### src/rtl/vga_cfg_if.sv
// Switch/button/counter inputs and config outputs of the VGA config sequencer.
interface vga_cfg_if #(
   parameter int CD = 12
);
   logic [14:0]   sw;
   logic          btn;
   logic [10:0]   hc;
   logic [10:0]   vc;
   logic [CD-1:0] color_cfg;
   logic [1:0]    pixel_cfg;
   logic          bypass_gray;
   logic          auto_active;
   logic          frame_tick;

   modport master (
      output sw, btn, hc, vc,
      input  color_cfg, pixel_cfg, bypass_gray, auto_active, frame_tick
   );

   modport slave (
      input  sw, btn, hc, vc,
      output color_cfg, pixel_cfg, bypass_gray, auto_active, frame_tick
   );
endinterface

### src/rtl/vga_cfg_sequencer.sv
// Frame-synchronous MANUAL/AUTO config sequencer for the square generator and gray mux.
// Config and frame_tick update on the frame-start edge only; no backpressure (free-running).
module vga_cfg_sequencer #(
   parameter int CD              = 12,
   parameter int DB_CYCLES       = 2_000_000,
   parameter int FRAMES_PER_STEP = 60
) (
   input  logic      clk,
   input  logic      reset_n,
   vga_cfg_if.slave  cfg_if
);
   localparam int DBW = $clog2(DB_CYCLES) + 1;
   localparam int FCW = $clog2(FRAMES_PER_STEP) + 1;
   localparam logic [DBW-1:0] DB_LAST = DBW'(DB_CYCLES - 1);
   localparam logic [FCW-1:0] FC_LAST = FCW'(FRAMES_PER_STEP - 1);

   typedef enum logic {MANUAL = 1'b0, AUTO = 1'b1} mode_e;

   function automatic logic [CD-1:0] palette(input logic [2:0] i);
      return CD'({{4{i[2]}}, {4{i[1]}}, {4{i[0]}}});
   endfunction

   logic [14:0]    sw_s1, sw_s2;
   logic           btn_s1, btn_s2;
   logic [DBW-1:0] db_cnt;
   logic           btn_stable, btn_stable_q;
   logic           fs_raw, fs_raw_q, frame_start, press;

   mode_e          mode_q, mode_d;
   logic           pend_q, pend_d;
   logic [FCW-1:0] frame_cnt_q, frame_cnt_d;
   logic [2:0]     idx_q, idx_d;
   logic [CD-1:0]  color_q, color_d;
   logic [1:0]     pixel_q, pixel_d;
   logic           bypass_q, bypass_d;
   logic           tick_q, tick_d;

   assign fs_raw      = (cfg_if.hc == 11'd0) && (cfg_if.vc == 11'd0);
   assign frame_start = fs_raw && !fs_raw_q;
   assign press       = btn_stable && !btn_stable_q;

   // The debounce counter measures how long the synced button has disagreed with btn_stable.
   always_ff @(posedge clk) begin
      if (!reset_n) begin
         sw_s1        <= '0;
         sw_s2        <= '0;
         btn_s1       <= 1'b0;
         btn_s2       <= 1'b0;
         db_cnt       <= '0;
         btn_stable   <= 1'b0;
         btn_stable_q <= 1'b0;
         fs_raw_q     <= 1'b0;
      end else begin
         sw_s1        <= cfg_if.sw;
         sw_s2        <= sw_s1;
         btn_s1       <= cfg_if.btn;
         btn_s2       <= btn_s1;
         btn_stable_q <= btn_stable;
         fs_raw_q     <= fs_raw;
         if (btn_s2 == btn_stable) begin
            db_cnt <= '0;
         end else if (db_cnt == DB_LAST) begin
            db_cnt     <= '0;
            btn_stable <= btn_s2;
         end else begin
            db_cnt <= db_cnt + 1'b1;
         end
      end
   end

   always_ff @(posedge clk) begin
      if (!reset_n) begin
         mode_q      <= MANUAL;
         pend_q      <= 1'b0;
         frame_cnt_q <= '0;
         idx_q       <= '0;
         color_q     <= '0;
         pixel_q     <= '0;
         bypass_q    <= 1'b1;
         tick_q      <= 1'b0;
      end else begin
         mode_q      <= mode_d;
         pend_q      <= pend_d;
         frame_cnt_q <= frame_cnt_d;
         idx_q       <= idx_d;
         color_q     <= color_d;
         pixel_q     <= pixel_d;
         bypass_q    <= bypass_d;
         tick_q      <= tick_d;
      end
   end

   always_comb begin
      mode_d      = mode_q;
      pend_d      = pend_q;
      frame_cnt_d = frame_cnt_q;
      idx_d       = idx_q;
      color_d     = color_q;
      pixel_d     = pixel_q;
      bypass_d    = bypass_q;
      tick_d      = 1'b0;

      // A press coinciding with the consuming frame is dropped; otherwise it arms the next frame.
      if (frame_start && pend_q) begin
         pend_d = 1'b0;
      end else if (press) begin
         pend_d = 1'b1;
      end

      if (frame_start) begin
         tick_d = 1'b1;
         if (pend_q && mode_q == MANUAL) begin
            mode_d      = AUTO;
            frame_cnt_d = '0;
            idx_d       = '0;
            pixel_d     = '0;
            bypass_d    = 1'b1;
            color_d     = palette(3'd0);
         end else if (pend_q || mode_q == MANUAL) begin
            mode_d      = MANUAL;
            frame_cnt_d = '0;
            color_d     = CD'(sw_s2[11:0]);
            pixel_d     = sw_s2[13:12];
            bypass_d    = sw_s2[14];
         end else if (frame_cnt_q == FC_LAST) begin
            frame_cnt_d = '0;
            idx_d       = idx_q + 3'd1;
            color_d     = palette(idx_q + 3'd1);
            if (idx_q == 3'd7) begin
               pixel_d = pixel_q + 2'd1;
               if (pixel_q == 2'd3) begin
                  bypass_d = !bypass_q;
               end
            end
         end else begin
            frame_cnt_d = frame_cnt_q + 1'b1;
         end
      end
   end

   assign cfg_if.color_cfg   = color_q;
   assign cfg_if.pixel_cfg   = pixel_q;
   assign cfg_if.bypass_gray = bypass_q;
   assign cfg_if.auto_active = (mode_q == AUTO);
   assign cfg_if.frame_tick  = tick_q;
endmodule

### src/flat_wrapper.sv
// flat-port wrapper written by rule: the top's interface ports become plain ports
module vga_cfg_sequencer_flat 
#(
   parameter int CD              = 12,
   parameter int DB_CYCLES       = 2_000_000,
   parameter int FRAMES_PER_STEP = 60
)
  (clk, reset_n, cfg_if_sw, cfg_if_btn, cfg_if_hc, cfg_if_vc, cfg_if_color_cfg, cfg_if_pixel_cfg, cfg_if_bypass_gray, cfg_if_auto_active, cfg_if_frame_tick);
  vga_cfg_if #(.CD(CD)) cfg_if_i ();
  input  logic clk;
  input  logic reset_n;
  input wire logic [$bits(cfg_if_i.sw)-1:0] cfg_if_sw;
  input wire logic [$bits(cfg_if_i.btn)-1:0] cfg_if_btn;
  input wire logic [$bits(cfg_if_i.hc)-1:0] cfg_if_hc;
  input wire logic [$bits(cfg_if_i.vc)-1:0] cfg_if_vc;
  output wire logic [$bits(cfg_if_i.color_cfg)-1:0] cfg_if_color_cfg;
  output wire logic [$bits(cfg_if_i.pixel_cfg)-1:0] cfg_if_pixel_cfg;
  output wire logic [$bits(cfg_if_i.bypass_gray)-1:0] cfg_if_bypass_gray;
  output wire logic [$bits(cfg_if_i.auto_active)-1:0] cfg_if_auto_active;
  output wire logic [$bits(cfg_if_i.frame_tick)-1:0] cfg_if_frame_tick;
  assign cfg_if_i.sw = cfg_if_sw;
  assign cfg_if_i.btn = cfg_if_btn;
  assign cfg_if_i.hc = cfg_if_hc;
  assign cfg_if_i.vc = cfg_if_vc;
  assign cfg_if_color_cfg = cfg_if_i.color_cfg;
  assign cfg_if_pixel_cfg = cfg_if_i.pixel_cfg;
  assign cfg_if_bypass_gray = cfg_if_i.bypass_gray;
  assign cfg_if_auto_active = cfg_if_i.auto_active;
  assign cfg_if_frame_tick = cfg_if_i.frame_tick;
  vga_cfg_sequencer #(.CD(CD), .DB_CYCLES(DB_CYCLES), .FRAMES_PER_STEP(FRAMES_PER_STEP)) u_core (.clk(clk), .reset_n(reset_n), .cfg_if(cfg_if_i));
endmodule
### config.mk
export PLATFORM = sky130hd
export DESIGN_NAME = vga_cfg_sequencer_flat
export DESIGN_NICKNAME = d
export VERILOG_FILES = /design/src/rtl/vga_cfg_if.sv /design/src/rtl/vga_cfg_sequencer.sv /design/src/flat_wrapper.sv
export SDC_FILE = /design/constraint.sdc
export NUM_CORES = 1
export LEC_CHECK = 0
export BUFFER_PORTS_ARGS = -buffer_cell sky130_fd_sc_hd__buf_2
export CORE_MARGIN = 1
export CORE_UTILIZATION = 53
export CTS_CLUSTER_DIAMETER = 60
export CTS_CLUSTER_SIZE = 14
export DETAILED_ROUTE_END_ITERATION = 12
export GPL_TIMING_DRIVEN = 0
export HOLD_SLACK_MARGIN = 0.1
export PLACE_DENSITY = 0.76
export SLEW_MARGIN = 20
export SYNTH_ARGS = -nofsm -noshare
export SYNTH_HDL_FRONTEND = slang
export SYNTH_SLANG_ARGS = --single-unit
### constraint.sdc
create_clock -name clk -period 2.4 [get_ports clk]
set_input_delay 0.48 -clock clk [delete_from_list [all_inputs] [get_ports clk]]
set_output_delay 0.48 -clock clk [all_outputs]
set_load 0.05 [all_outputs]
# --- Word level (Yosys, flattened, before mapping) ---
# Cells that the tools add are included.
totals:
  elab_cells: 74
  output_inout_bits: 17
  register_bits: 85
op_classes:
  muxes: 21
  n_reduce_logical: 24
  n_eq_ne: 6
  addsub: 4
  n_bitwise: 3
op_table:
  columns: ["operator", "n"]
  rows:
  - ["two-way mux 12 bit", 3]
  - ["adder 22 x 1 -> 22 bit (second input constant)", 1]
  - ["== test 22 x 21 -> 1 bit (second input constant)", 1]
  - ["logical NOT 11 bit", 2]
  - ["two-way mux 7 bit", 3]
  - ["two-way mux 3 bit", 3]
  - ["nonzero test 3 bit", 3]
  - ["two-way mux 1 bit", 8]
  - ["two-way mux 2 bit", 4]
  - ["adder 7 x 1 -> 7 bit (second input constant)", 1]
  - ["== test 7 x 6 -> 1 bit (second input constant)", 1]
  - ["AND reduction 2 bit", 3]
  - ["AND reduction 3 bit", 2]
  - ["logical AND 1 bit", 5]
  - ["AND reduction 4 bit", 1]
  - ["nonzero test 2 bit", 2]
  - ["adder 3 x 1 -> 3 bit (second input constant)", 1]
  - ["== test 3 bit (second input constant)", 1]
  - ["logical NOT 1 bit", 3]
  - ["inverter 1 bit", 3]
  - ["OR reduction 3 bit", 1]
  - ["adder 2 x 1 -> 2 bit (second input constant)", 1]
  - ["== test 2 bit (second input constant)", 1]
  - ["inequality test 2 x 1 -> 1 bit (second input constant)", 1]
  - ["other kinds (3)", 3]

# --- Logic depth before layout (Yosys ltp) ---
# Gate-level depths: netlist of the first run.
logic_depth:
  word_depth: 6
  depth_mapped: 9
  depth_no_buf: 7

# --- Worst setup path after synthesis of the first run ---
# OpenSTA, ideal clock, no wires.
synth_timing:
  path_type: "register to register"
  startpoint: "register u_core.mode_q, in the netlist u_core.cfg_if.auto_active"
  endpoint: "register u_core.pixel_q[0], in the netlist u_core.cfg_if.pixel_cfg[0]"
  t_arrival_ps: 1987
  period_less_slack_ps: 2104
  path_stages_with_launch: 8
  t_required_ps: 2284
  n_path_buf: 0
  path_slack_ps: 296
  setup_time_ps: 116
  cell_sequence: "dfxtp_1 -> inv_1 -> ha_1 -> nand2b_1 -> a31oi_1 -> a2111oi_0 -> and3_1 -> a31o_2"
synth_between:
  elab_chain_len: 4
  elab_cells_between_ends: 8
synth_rtl:
  columns: ["item", "line_no", "text"]
  rows:
  - ["start: declaration", "vga_cfg_sequencer.sv:29", "mode_e mode_q, mode_d;"]
  - ["start signal: assignment", "vga_cfg_sequencer.sv:82", "mode_q <= mode_d;"]
  - ["inverter 1 bit *", "vga_cfg_sequencer.sv:112, vga_cfg_sequencer.sv:119", null]
  - ["logical OR 1 bit / logical AND 1 bit (equally long branches)", "vga_cfg_sequencer.sv:119, vga_cfg_sequencer.sv:112", null]
  - ["nonzero test 3 bit (no source line) / two-way mux 2 bit (equally long branches)", null, null]
  - ["AND reduction 3 bit (no source line) / two-way mux 2 bit (equally long branches)", null, null]
  - ["end signal: assignment", "vga_cfg_sequencer.sv:87", "pixel_q <= pixel_d;"]
  - ["end: declaration", "vga_cfg_sequencer.sv:34", "logic [1:0] pixel_q, pixel_d;"]
# Every way passes the cells marked *; elsewhere a longest branch is shown, timed or not.
# A chain may end at the register's enable or synchronous reset.

# --- Worst setup path after layout of the first run ---
layout_timing:
  startpoint: "register u_core.pend_q"
  endpoint: "register u_core.color_q[8], in the netlist u_core.cfg_if.color_cfg[8]"
layout_between:
  elab_chain_len: 3
  elab_cells_between_ends: 6
layout_rtl:
  columns: ["item", "line_no", "text"]
  rows:
  - ["start: declaration", "vga_cfg_sequencer.sv:30", "logic pend_q, pend_d;"]
  - ["start signal: assignment", "vga_cfg_sequencer.sv:83", "pend_q <= pend_d;"]
  - ["logical OR 1 bit / logical AND 1 bit (equally long branches)", "vga_cfg_sequencer.sv:119, vga_cfg_sequencer.sv:112", null]
  - ["nonzero test 3 bit (no source line) / two-way mux 12 bit (equally long branches)", null, null]
  - ["AND reduction 2 bit (no source line) / two-way mux 12 bit (equally long branches)", null, null]
  - ["end signal: assignment", "vga_cfg_sequencer.sv:86", "color_q <= color_d;"]
  - ["end: declaration", "vga_cfg_sequencer.sv:33", "logic [CD-1:0] color_q, color_d;"]
# Parallel ways exist; a longest one is shown, timed or not.

==> results of run 1 <==
-- flip-flops by register name, summed over array words and instances (netlist names) --
name                       count
u_core.btn_stable_q            1
u_core.sw_s2                  15
u_core.btn_stable              1
u_core.cfg_if.color_cfg       12
u_core.sw_s1                  15
u_core.cfg_if.bypass_gray      1
u_core.db_cnt                 22
u_core.fs_raw_q                1
u_core.cfg_if.auto_active      1
u_core.cfg_if.pixel_cfg        2
u_core.cfg_if.frame_tick       1
u_core.btn_s2                  1
u_core.frame_cnt_q             7
u_core.pend_q                  1
u_core.btn_s1                  1
u_core.idx_q                   3
-- how the worst max path moves through the flow --
stage                               from                         end  slack [ns]  cells past startpoint
4_1_cts                    u_core.pend_q  u_core.cfg_if.color_cfg[1]        0.28                      9
5_1_grt                    u_core.pend_q  u_core.cfg_if.color_cfg[1]        0.14                      9
6_report                   u_core.pend_q  u_core.cfg_if.color_cfg[8]        0.26                      9
3_3_place_gp                cfg_if_vc[7]  u_core.cfg_if.color_cfg[1]        0.18                      7
2_1_floorplan  u_core.cfg_if.auto_active  u_core.cfg_if.pixel_cfg[0]        0.30                      7
3_5_place_dp                cfg_if_vc[7]  u_core.cfg_if.color_cfg[7]        0.18                      7
-- synthesized netlist by cell type (all sizes together), types with 5 or more instances --
library cell | number | area share (%)
and2 | 35 | 6.3
nand3b | 5 | 1.1
nor2 | 36 | 3.9
nand3 | 17 | 2.7
nor2b | 5 | 0.89
dfxtp | 85 | 49
inv | 15 | 1.6
nand2 | 22 | 2.4
clkbuf | 9 | 0.97
a21oi | 9 | 1.3
mux2i | 6 | 1.7
xor2 | 10 | 2.5
nor4 | 12 | 2.9
ha | 8 | 2.9
and3 | 5 | 0.93
nand4 | 8 | 1.4
nor3 | 5 | 1.6
o21ai | 14 | 2.0
a22o | 7 | 1.8
buf | 7 | 1.5
xnor2 | 13 | 3.3
-- stage by stage --
stage | instance area [um2] | util, %
floorplan | 3500 | -
global placement | 3880 | 61.0
detailed placement | 3880 | 61.0
CTS | 4090 | 64.3
global route | 4090 | 64.3
finish | 4090 | 64.3
-- logic make-up (layout without fill, tap and decap cells) --
family | count (synthesis) | after routing | synth area share (%)
and+or+nand+nor | 165 | 165 | 27.7
DFF | 85 | 85 | 48.6
AOI/OAI and AO/OA | 45 | 45 | 8.62
buffers and inverters | 31 | 103 | 4.08
xor gates and xnor gates | 23 | 23 | 5.76
adders and majority gates | 8 | 8 | 2.86
muxes | 8 | 8 | 2.36
-- routing by layer --
layer	wire length, um	track usage, %	vias to the layer above	share of wire (%)
met5	0	0	-	0
met4	109	10.7	0	1.7
met3	385	4.17	8	6.1
met2	2780	29.7	77	44
met1	3080	25.3	1187	49
li1	-	-	1386	-
-- cell type report --
cell class | count | area (um2)
Fill cell | 504 | 2260
Sequential cell | 85 | 1700
Buffer | 16 | 86.3
Clock inverter | 6 | 71.3
Multi-Input combinational cell | 249 | 1660
Timing Repair Buffer | 56 | 280
Tap cell | 77 | 96.3
Inverter | 15 | 56.3
Clock buffer | 10 | 138
-- power by group --
group / leakage [nW] / internal [W] / switching (W)
Clock: 0.104 / 0.000518 / 0.000524
Sequential: 0.692 / 0.00143 / 0.00000602
Combinational: 0.886 / 0.0000461 / 0.0000421
-- layout by cell type (no fill, tap or decap), types with 3 or more instances in the layout --
cell and count:
and3_1 4, and2_1 35, nor2_1 35, nor4_1 9, buf_2 59, nand3b_1 5
xnor2_1 13, nand4_1 8, o211a_1 4, and4_1 3, ha_1 8, o21ai_0 14
xor2_1 10, nand3_1 15, a21oi_1 9, mux2i_1 6, nand2_1 22, clkbuf_8 10
clkbuf_1 9, nor2b_1 5, nor3_2 4, dfxtp_1 85, a22o_1 7, inv_1 15
-- worst reg2reg max path, delay by kind of cell (launching register included) --
family,cells,cell delay (ns)
AO/OA/AOI/OAI,2,0.38
AND/OR/NAND/NOR,3,0.68
flip-flops,1,0.38
buffers and inverters,3,0.44
adder cells (fa/ha/maj),1,0.17
==> results by group, run 1 <==
Run status
  • Outcome: finished, final reports clean

Worst setup path
  • CP required: between 2 and 3 ns
  • Kind of critical path: flip-flop to flip-flop
  • WP data arrival: 2.40 ns
  • Crit path top cell by count: buf_2
  • Largest stage delay, worst path: between 0.3 and 0.4 ns
  • CP cell instances: inv_1, ha_1, buf_2, nand2b_1, a31oi_1, nor3_2, nor2b_1, buf_2, a22o_1
  • R2R Path Start: u_core.pend_q
  • CP max stage cell: dfxtp_1
  • FF-to-FF setup slack: roughly 0.26 ns
  • R2R cell count: 9
  • RR Endpoint: u_core.cfg_if.color_cfg[8]
  • Worst setup EP type: flip-flop
  • Delay-heaviest family, CP: simple AND/OR/NAND/NOR gates
  • Maximum fanout along the worst path: 10
  • Worst path buffer plus inverter count: 3
  • Startpoint types: flip-flop

CTS
  • Insertion delay to the later sink of the worst-skew pair: around 0.36 ns
  • CTS buffer count: 9
  • Sink Count: 85
  • Hold_buf cts: 0
  • Post-CTS sizing: 0
  • Root Driver: clkbuf_8
  • CTS tree: done
  • H-tree levels: 3
  • Bufs on Longest Clock Path: 2
  • Post-CTS setup buffer count: 0
  • Worst-path clk slew: 0.09 ns

Run
  • Max Cap Viol: 0

Global route
  • Global route overflow: 0
  • Initial antenna violation count: 0
  • First-pass GRT wire length: ~11000 um
  • Vias in the first global route: about 2400
  • GRT Total Usage: between 10% and 20%
  • Largest net degree at the start of global routing: 16

Placement
  • Dpl hpwl: 4660 um
  • Routability cong.: 0.772
  • Setup WS pre-CTS: roughly 0.18 ns
  • IO Port Bufs: 56
  • Number of cells after detailed placement: 498

Floorplanning
  • Die X: around 83 um
  • Starting Density: a little under three fifths
  • Die ar.: approximately 6900 um2
  • Total core area: ~6300 um2
  • FP Rows: 29
  • Die Y-Extent: between 80 and 90 um
  • IO Pins: 57

Synthesis
  • Register area share after synthesis: between 40% and 50%
  • Syn_area_per_cell: 9.59 um2
  • Mapped Nets: 413
  • Most frequently used flop master after synthesis: dfxtp_1
  • Synth unique cells: 49
  • Synth warn: 0
  • Mapped cell area: 3500 um2
  • Number of synthesized register bits: 85
  • Syn Inst Count: approximately 370
  • Number of flops mapped to enable cells by yosys: 0
  • Synth async-reset ratio: 0%

Pwr
  • Leakage: approximately 1.7 nW
  • Power Total: 0.00257 W
  • Maximum vdd drop: roughly 420 uV
  • Power Dens Cells: approximately 630 nW/um2

Timing
  • Max Slew Vio Count: 0
  • Least-Margin Pin Slew: about 0.74 ns
  • Tcrit/Tclk final: between 80% and 90%
  • Crit path time final: between 2 and 2.5 ns
  • Max-slew headroom: between 50 and 60%
  • RSZ-0062 raised after global routing: false
  • Endpoints failing setup: 0
  • Setup TNS: 0 ns
  • Peak Freq: roughly 0.47 GHz
  • Final Hold Fails: 0
  • Clk_skew: ~0.016 ns
  • Final WS setup: 0.258 ns
  • Hold slack: 0.326 ns

Cells and area
  • Fraction of layout cells with a size suffix above 1: around 22%
  • Post-Layout Cell Count: between 500 and 600
  • Diodes inserted: 0
  • Layout Area Growth over Synthesis: 16.7%
  • Nets@finish: 480

Routing
  • DRC Markers: 0
  • Vias post-DR: 2658
  • Drt pass-1 iters: 4
  • Post-route antenna net violation count: 0
  • Initial drt markers: around 190
  • DR WL/cell: ~12 um
  • Vias/cell: between 5 and 6
  • WL final: 6350 um

Min path
  • Worst Hold Class: input port to flip-flop
  • WHS Path Cells: 2
  • Hold Path End: u_core.sw_s1[3]
  • Worst Hold Launch: cfg_if_sw[3]
No activity file was read; power rests on OpenSTA's default activity.
==> run 2: changes to the inputs <==
CAP_MARGIN = 20   (was default)
MAX_ROUTING_LAYER = met4   (was default)
clock period = 2.22 ns   (was 2.4 ns; I/O delays follow)
==> results by group, run 2 (synthesis gave the netlist of run 1 again) <==
Min path
  • WHS Path Cells: 2 (unchanged)
  • Hold Path End: u_core.sw_s1[3]
  • Worst Hold Class: input port to flip-flop
  • Worst Hold Launch: cfg_if_sw[3]

Timing
  • Max-slew headroom: 50.1% (about the same)
  • Tcrit/Tclk final: 93.3% (+4.1 points)
  • Endpoints failing setup: 0 (unchanged)
  • RSZ-0062 raised after global routing: false
  • Clk_skew: 0.0154 ns (-0.000689 ns)
  • Crit path time final: 2.07 ns (-0.0706 ns)
  • Setup TNS: 0 ns (unchanged)
  • Final Hold Fails: 0 (unchanged)
  • Max Slew Vio Count: 0 (unchanged)
  • Least-Margin Pin Slew: 0.742 ns (-0.000129 ns)
  • Peak Freq: 0.483 GHz (+3.4%)

Global route
  • Global route overflow: 0 (unchanged)
  • First-pass GRT wire length: 10700 um (+0.20%)
  • Vias in the first global route: 2395 (-0.13%)
  • Largest net degree at the start of global routing: 16 (unchanged)
  • GRT Total Usage: 19.9% (+0.58 points)
  • Initial antenna violation count: 0 (unchanged)

Pwr
  • Power Dens Cells: 678 nW/um2 (+7.8%)
  • Leakage: 1.69 nW (+0.33%)
  • Maximum vdd drop: 455 uV (+8.4%)

Cells and area
  • Nets@finish: 481 (+0.21%)
  • Top reg by flops: u_core.db_cnt
  • Max reg flops: 22 (unchanged)
  • Layout Area Growth over Synthesis: 17.2%
  • Fin area: 4100 um2 (+0.37%)
  • Fraction of layout cells with a size suffix above 1: 22.6% (+0.63 points)
  • Most frequent cells in the layout: 85 x dfxtp_1, 58 x buf_2, 35 x and2_1, 35 x nor2_1, 22 x nand2_1
  • Top flop regs: u_core.db_cnt (22), u_core.sw_s1 (15), u_core.sw_s2 (15)
  • Diodes inserted: 0 (unchanged)
  • Most common cell after layout, fill and taps aside: dfxtp_1

CTS
  • Root Driver: clkbuf_8
  • Worst-path clk slew: 0.10 ns (about the same)
  • Bufs on Longest Clock Path: 2 (unchanged)
  • CTS buffer count: 9 (unchanged)
  • Sink Count: 85 (unchanged)
  • CTS tree: done
  • H-tree levels: 3 (unchanged)
  • Hold_buf cts: 0 (unchanged)
  • Insertion delay to the later sink of the worst-skew pair: 0.36 ns (about the same)

Routing
  • DRC Markers: 0 (unchanged)
  • WL final: 6410 um (+0.96%)
  • Initial drt markers: 189 (+1.6%)
  • Drt pass-1 iters: 4 (unchanged)
  • Vias/cell: 5.22 (+0.97%)
  • DR WL/cell: 12.5 um (+0.76%)
  • Vias post-DR: 2689 (+1.2%)
  • Post-route antenna net violation count: 0 (unchanged)

Floorplanning
  • Die Y-Extent: 83.3 um (unchanged)
  • Starting Density: 55.1% (unchanged)
  • Die ar.: 6930 um2 (unchanged)
  • IO Pins: 57 (unchanged)
  • Die X: 83.3 um (unchanged)
  • FP Rows: 29 (unchanged)
  • Total core area: 6350 um2 (unchanged)

Worst setup path
  • R2R cell count: 9 (unchanged)
  • FF-to-FF setup slack: 0.15 ns (-0.11 ns)
  • Kind of critical path: flip-flop to flip-flop
  • WP data arrival: 2.33 ns (-0.07 ns)
  • R2R Path Start: u_core.pend_q
  • Worst setup EP type: flip-flop
  • CP required: 2.48 ns (-0.18 ns)
  • Startpoint types: flip-flop
  • Maximum fanout along the worst path: 10 (unchanged)
  • RR Endpoint: u_core.cfg_if.color_cfg[8]

Placement
  • Dpl hpwl: 4660 um (unchanged)
  • Routability cong.: 0.783 (+1.3%)
  • Placed instance area: 3880 um2 (unchanged)
  • IO Port Bufs: 56 (unchanged)

Run status
  • Outcome: finished, final reports clean

Run
  • Max Cap Viol: 0 (unchanged)
## run 2: area by class of cell
cell class / count / area (um2)
buffer: 16 / 88.8
clock buffer: 10 / 138
clock inverter: 6 / 71.3
fill: 501 / 2250
inverter: 15 / 56.3
multi-input combinational: 249 / 1660
sequential: 85 / 1700
tap: 77 / 96.3
timing repair buffer: 57 / 288
## run 2: per-stage QoR
stage | total power, W | instances | utilization (%) | worst slack, ns | hold slack [ns]
6_report | 0.00278 | 515 | 64.6 | 0.149 | 0.292
3_3_place_gp | 0.00169 | 498 | 61.0 | 0.0406 | 0.414
2_1_floorplan | 0.00164 | 365 | - | 0.116 | 0.412
3_5_place_dp | 0.00169 | 498 | 61.0 | 0.0358 | 0.417
4_1_cts | 0.00280 | 514 | 64.3 | 0.103 | 0.280
5_1_grt | 0.00288 | 515 | 64.6 | 0.0205 | 0.288
## run 2: worst max-delay path: stages (launching register included)
cell	delay, ns
dfxtp_1	0.38
inv_1	0.08
ha_1	0.17
buf_2	0.18
nand2b_2	0.16
a31oi_1	0.11
nor3_2	0.40
nor2b_1	0.08
buf_2	0.18
a22o_1	0.24
## run 2: power by group
part            total, W  internal (W)  switching (W)  leakage (nW)
logic          0.0000954     0.0000498      0.0000455         0.891
clock network    0.00113      0.000560       0.000568         0.104
registers        0.00156       0.00155     0.00000666         0.692
total            0.00278       0.00216       0.000620          1.69
## run 2: metal layers
layer,vias to the layer above,GRT usage (%),part of all wire (%)
li1,1389,-,-
met1,1197,25.4,48
met2,94,29.7,43
met3,9,3.98,6.7
met4,0,10.7,2.0
met5,-,-,0
## run 2: how the worst max path moves through the flow
stage	cells past startpoint	to	from	slack (ns)
after floorplan	7	u_core.cfg_if.pixel_cfg[0]	u_core.cfg_if.auto_active	0.12
after global placement	7	u_core.cfg_if.color_cfg[1]	cfg_if_vc[7]	0.04
after detailed placement	7	u_core.cfg_if.color_cfg[7]	cfg_if_vc[7]	0.04
after CTS	9	u_core.cfg_if.color_cfg[1]	u_core.pend_q	0.10
after global routing	9	u_core.cfg_if.color_cfg[8]	u_core.pend_q	0.02
final	9	u_core.cfg_if.color_cfg[8]	u_core.pend_q	0.15
## run 2: timing repair
item                       4_1_cts  5_1_grt
gates resized for setup          0        4
setup endpoints to repair        0       10
buffers inserted                 0        1
